File: src/rtl/rr_arbiter.sv
// N-channel round-robin arbiter with bounded grant hold time.
// Optional ARB_LOCK_EN adds a lock input that suppresses hold expiry.
module rr_arbiter #(
  parameter int N        = 4,
  parameter int MAX_HOLD = 4
) (
  input  logic                 clock,
  input  logic                 reset,
  input  logic [N-1:0]         req,
`ifdef ARB_LOCK_EN
  input  logic                 lock,
`endif
  output logic [N-1:0]         gnt,
  output logic [$clog2(N)-1:0] gnt_id,
  output logic                 gnt_valid
);

  localparam int IDW = $clog2(N);
  localparam int HW  = $clog2(MAX_HOLD + 1);
  localparam int HCW = (HW < 1) ? 1 : HW;
  localparam logic [HCW-1:0] HSAT =
    (MAX_HOLD == 0) ? {HCW{1'b1}} : HCW'(MAX_HOLD);

  typedef enum logic {IDLE, GRANT} state_t;

  state_t         state, state_n;
  logic [N-1:0]   gnt_n;
  logic [IDW-1:0] id_n;
  logic [IDW-1:0] ptr, ptr_n;
  logic [IDW-1:0] nxt;
  logic [IDW-1:0] sel;
  logic [HCW-1:0] hold_cnt, hold_n;
  logic           expired;

  // first set bit scanning cyclically upward from p
  function automatic logic [IDW-1:0] pick(
    input logic [N-1:0]   r,
    input logic [IDW-1:0] p
  );
    logic [IDW-1:0] s;
    logic [IDW:0]   k;
    logic           f;
    s = '0;
    f = 1'b0;
    for (int i = 0; i < N; i++) begin
      k = {1'b0, p} + (IDW+1)'(i);
      if (k >= (IDW+1)'(N)) k = k - (IDW+1)'(N);
      if (!f && r[k[IDW-1:0]]) begin
        f = 1'b1;
        s = k[IDW-1:0];
      end
    end
    return s;
  endfunction

  assign nxt = (gnt_id == IDW'(N-1)) ? '0 : gnt_id + 1'b1;

  always_comb begin
    expired = (MAX_HOLD != 0) && (hold_cnt >= HSAT);
`ifdef ARB_LOCK_EN
    if (lock && req[gnt_id]) expired = 1'b0;
`endif
  end

  always_comb begin
    state_n = state;
    gnt_n   = gnt;
    id_n    = gnt_id;
    ptr_n   = ptr;
    hold_n  = hold_cnt;
    sel     = '0;
    case (state)
      IDLE: begin
        if (|req) begin
          sel     = pick(req, ptr);
          state_n = GRANT;
          id_n    = sel;
          gnt_n   = '0;
          gnt_n[sel] = 1'b1;
          hold_n  = HCW'(1);
        end
      end
      GRANT: begin
        if (req[gnt_id] && !expired) begin
          if (hold_cnt != HSAT) hold_n = hold_cnt + 1'b1;
        end else begin
          // release: rotate past owner, re-arbitrate on same edge
          ptr_n = nxt;
          if (|req) begin
            sel    = pick(req, nxt);
            id_n   = sel;
            gnt_n  = '0;
            gnt_n[sel] = 1'b1;
            hold_n = HCW'(1);
          end else begin
            state_n = IDLE;
            id_n    = '0;
            gnt_n   = '0;
            hold_n  = '0;
          end
        end
      end
      default: begin
        state_n = IDLE;
        id_n    = '0;
        gnt_n   = '0;
        hold_n  = '0;
      end
    endcase
  end

  always_ff @(posedge clock or negedge reset) begin
    if (!reset) begin
      state    <= IDLE;
      gnt      <= '0;
      gnt_id   <= '0;
      ptr      <= '0;
      hold_cnt <= '0;
    end else begin
      state    <= state_n;
      gnt      <= gnt_n;
      gnt_id   <= id_n;
      ptr      <= ptr_n;
      hold_cnt <= hold_n;
    end
  end

  assign gnt_valid = |gnt;

endmodule
File: config.mk
export PLATFORM = sky130hd
export DESIGN_NAME = rr_arbiter
export DESIGN_NICKNAME = d
export VERILOG_FILES = /design/src/rtl/rr_arbiter.sv
export SDC_FILE = /design/constraint.sdc
export NUM_CORES = 1
export LEC_CHECK = 0
export BUFFER_PORTS_ARGS = -buffer_cell sky130_fd_sc_hd__buf_2
export CORE_UTILIZATION = 41
export CTS_CLUSTER_DIAMETER = 40
export CTS_CLUSTER_SIZE = 30
export DETAILED_ROUTE_END_ITERATION = 6
export PLACE_DENSITY_LB_ADDON = 0.25
export SLEW_MARGIN = 0
export SYNTH_ARGS = -nofsm -noshare
export SYNTH_HDL_FRONTEND = slang
export SYNTH_SLANG_ARGS = --single-unit
File: constraint.sdc
create_clock -name clock -period 2.27 [get_ports clock]
set_input_delay 0.454 -clock clock [delete_from_list [all_inputs] [get_ports clock]]
set_output_delay 0.454 -clock clock [all_outputs]
set_load 0.005 [all_outputs]
==> results.md <==
- The floorplan step defined a die boundary enclosing 0.00212 mm^2.
- The area of the placeable core is 0.00178 mm^2.
- The critical path data arrival time is 2.14 ns.
- The number of setup violations in the final report is 0.
- For this run, the number of standard cells in the final layout without fillers is 122.
- The biggest cell delay along the critical path is 0.46 ns.
- The startpoint type of the worst setup path is a flip-flop.
- The worst slew margin relative to its limit is 65.1%.
- The overall track demand over capacity in global routing is 19.6%.
- The total detailed-routing wirelength is 1650 um.
- The global-route wire length before repair is 2850 um.
- The DRC violation count after routing is 0.
- Buffers added to address setup during post-CTS repair amount to 0.
- The sequential share of the synthesized area is 37.7%.
- In this run the horizontal extent of the chip is 46.1 um.
- Dividing total power by cell area gives a power density of 1290 mW/mm^2.
- Synthesis handed over a netlist of 84 instances.
- The flip-flop and latch count after synthesis is 12.
- The final routed wire length divided by cell count is 13.5 um.
- TritonCTS built the clock tree.
- The run finished with clean final reports.
- The total global routing overflow is 0.
- The deepest clock path buffer count is 2.
- The setup path with the least slack is of type reg2reg.
- The analysis attributes to cell leakage a power of 0.403 nW.
- The post-layout total power is 1.15 mW.
- The critical path goes through ha_1 -> o21ba_2 -> o21ai_0 -> o211a_1 -> or3_1 -> o311ai_1.
- In this design, the largest share of critical-path delay is due to compound AO/OA/AOI/OAI gates.
- For this design, the slowest cell found on the critical path is dfrtp_1.
- In the final layout, the share of cells above drive strength 1 is 24.7%.
- A synthesized cell averages 9.49 um^2.
- The required time of the worst setup path is 2.43 ns.
- The worst path in the final design needs a cycle of 1.97 ns, including I/O delays and setup.
- Summing all multi-input logic gate instances after layout gives 459 um^2.
- The number of warnings issued by yosys is 0.
- The DRC marker count from the first detailed-route iteration is 14.
- The final antenna diode count is 0.
- For the pin with the worst max-slew slack, the measured transition is 0.519 ns.
- The post-synthesis instance area is 797 um^2.
- Clock tree synthesis inserted a total of 3 buffers.
- The most used flip-flop cell after synthesis is dfrtp_1.
- CTS built an H-tree with a depth of 1.
- The cell with the most instances after synthesis is dfrtp_1.
- The filler cells instantiated in the layout total 182.
- The register cell area after layout is 300 um^2.
- Ranked by instance count, the synthesized netlist is headed by 12 x dfrtp_1, 11 x nand2_1, 8 x o21ai_0, 6 x inv_1, 4 x nor2_1.
- The via total after detailed routing is 697.
- The pin count of the biggest net entering global routing is 13.
- In the post-route analysis, the smallest setup slack over all paths is 0.295 ns.
- The design area is 896 um^2.
- The placed instance area is 873 um^2.
- The portion of synthesized cell area occupied by the leading cell type is 37.7%.
- Max-cap violations in this run came to 0.
- The worst-skew pair later-pin latency is 0.27 ns.
- The die is 46.1 um tall.
- After clock tree synthesis, the clock-pin slew on the worst setup and hold paths is 0.07 ns.
- Post-CTS repair changed the size of 0 cells.
- The post-synthesis cell type with the largest combined area is dfrtp_1.
- The number of pins with negative max-slew slack in the final report was 0.
- Synthesis produced a netlist with a net count of 93.
- Once detail routing completed, the nets flagged for antenna violations numbered 0.
- The number of enable-type register cells in the synthesized netlist is 0.
- CTS placed an instance of clkbuf_4 at the clock tree root.
- Setup repair after global routing left no endpoint under its margin.
- After detailed placement, the design holds a cell count of 119.
- OpenSTA, run right after detailed placement, puts the worst setup slack at 0.312 ns.
- The total stage count of the critical path is 6.
- The netlist uses 38 different library cells.
- The clock net in this run drives a total of 12 sinks.
- In the final design database the tool counted 108 nets.
- For the final database, setup skew stands at 0.00150 ns.
- The kind of path behind the tightest hold check is in2async.
- The final critical-path share of the clock period is 87.0%.
- The number of cell instances on the worst register-to-register path is 6.
- The largest fanout on the critical path is 8.
- The critical path contains buffers and inverters numbering 0 combined.
- The total negative slack is 0 ns.
- Summed over all nets, the half-perimeter wirelength after detailed placement is 1220 um.
- The kind of end point of the critical path is a flip-flop.
- The upper clock frequency limit is 506 MHz.
- For this design the top-level I/O count stands at 13.
- The effective utilization at floorplan is 44.7%.
- VDD sags by at most 0.000871 V.
- The worst hold slack across all endpoints is 0.0527 ns.
- Routability-driven placement finished with a final weighted congestion of 0.780.
- The area growth from synthesis to final layout is 12.4%.
- The initial antenna violation count is 0.
- The total iterations of the first detailed-routing run is 4.
- In the synthesized netlist the async set-or-reset flop fraction comes to 100%.
- The number of buffers inserted by hold repair at cts is 0.
- Ranked by total cell area, the synthesized netlist is headed by dfrtp_1 38%, nand2_1 5.2%, o21ai_0 5.0%, ha_1 4.7%, inv_1 2.8%.
- The number of hold violations in the final report is 0.
- The number of buffers added on ports is 12.
- In the routed layout, each cell is associated on average with a via count of 5.71.
- The placement row count is 15.
- The number of global-route vias before repair came to 634.
- Once layout is complete, the utilization of the core stands at 50.2%.
==> worst register-to-register path: cells and delay by family (launching register included) <==
family	cells	cell delay, ns
compound gates	4	0.64
flops	1	0.46
fa+ha+maj	1	0.39
simple gates	1	0.39
==> flip-flops by register name (all words and copies together), names as in the netlist <==
signal / flops
gnt: 4
hold_cnt: 3
gnt_id: 2
ptr: 2
state: 1
==> metal layers <==
metal | GRT usage (%) | wire (um) | up-vias
li1 | - | - | 341
met1 | 26.0 | 788 | 336
met2 | 28.5 | 756 | 16
met3 | 7.45 | 74 | 4
met4 | 8.24 | 29 | 0
met5 | 0 | 0 | -
==> layout make-up <==
cell class / count / area share (%)
Timing Repair Buffer: 12 / 6.70
Clock buffer: 3 / 2.51
Inverter: 6 / 2.51
Sequential cell: 12 / 33.5
Multi-Input combinational cell: 64 / 51.3
Tap cell: 25 / 3.49
==> cell families after synthesis <==
kind of cell / count (synthesis) / synth area share (%)
AOI/OAI and AO/OA: 28 / 25.4
adders and majority gates: 3 / 4.71
buffers and inverters: 8 / 4.71
DFF: 12 / 37.7
muxes: 5 / 8.16
and+or+nand+nor: 28 / 19.3
==> placed cells by master (no fill, tap or decap), drive strengths merged, types with 2 or more instances in the layout <==
cell type,instances
clkbuf,3
nand2b,2
a31oi,2
dfrtp,12
buf,12
a21oi,3
o22ai,2
nor2,4
o21a,2
nor4,2
ha,3
mux2,2
mux2i,2
nand2,11
o21ai,9
inv,6
==> path summary, 6_finish.rpt <==
path / slack (ns) / endpoint / startpoint
setup / recovery: 0.30 / gnt[0]$_DFFE_PN0P_ / gnt_id[0]$_DFFE_PN0P_
max in group asynchronous: 2.00 / state$_DFF_PN0_ / reset
setup reg to reg: 0.30 / gnt[0]$_DFFE_PN0P_ / gnt_id[0]$_DFFE_PN0P_
hold / removal: 0.05 / gnt[0]$_DFFE_PN0P_ / reset
hold reg to reg: 0.49 / gnt[3]$_DFFE_PN0P_ / gnt[3]$_DFFE_PN0P_
min in group clock: 0.49 / gnt[3]$_DFFE_PN0P_ / gnt[3]$_DFFE_PN0P_
==> power by group <==
group	switching [mW]	internal, mW
clock	0.0648	0.0614
combinational	0.320	0.319
sequential	0.0832	0.304
No activity file was read; power rests on OpenSTA's default activity.
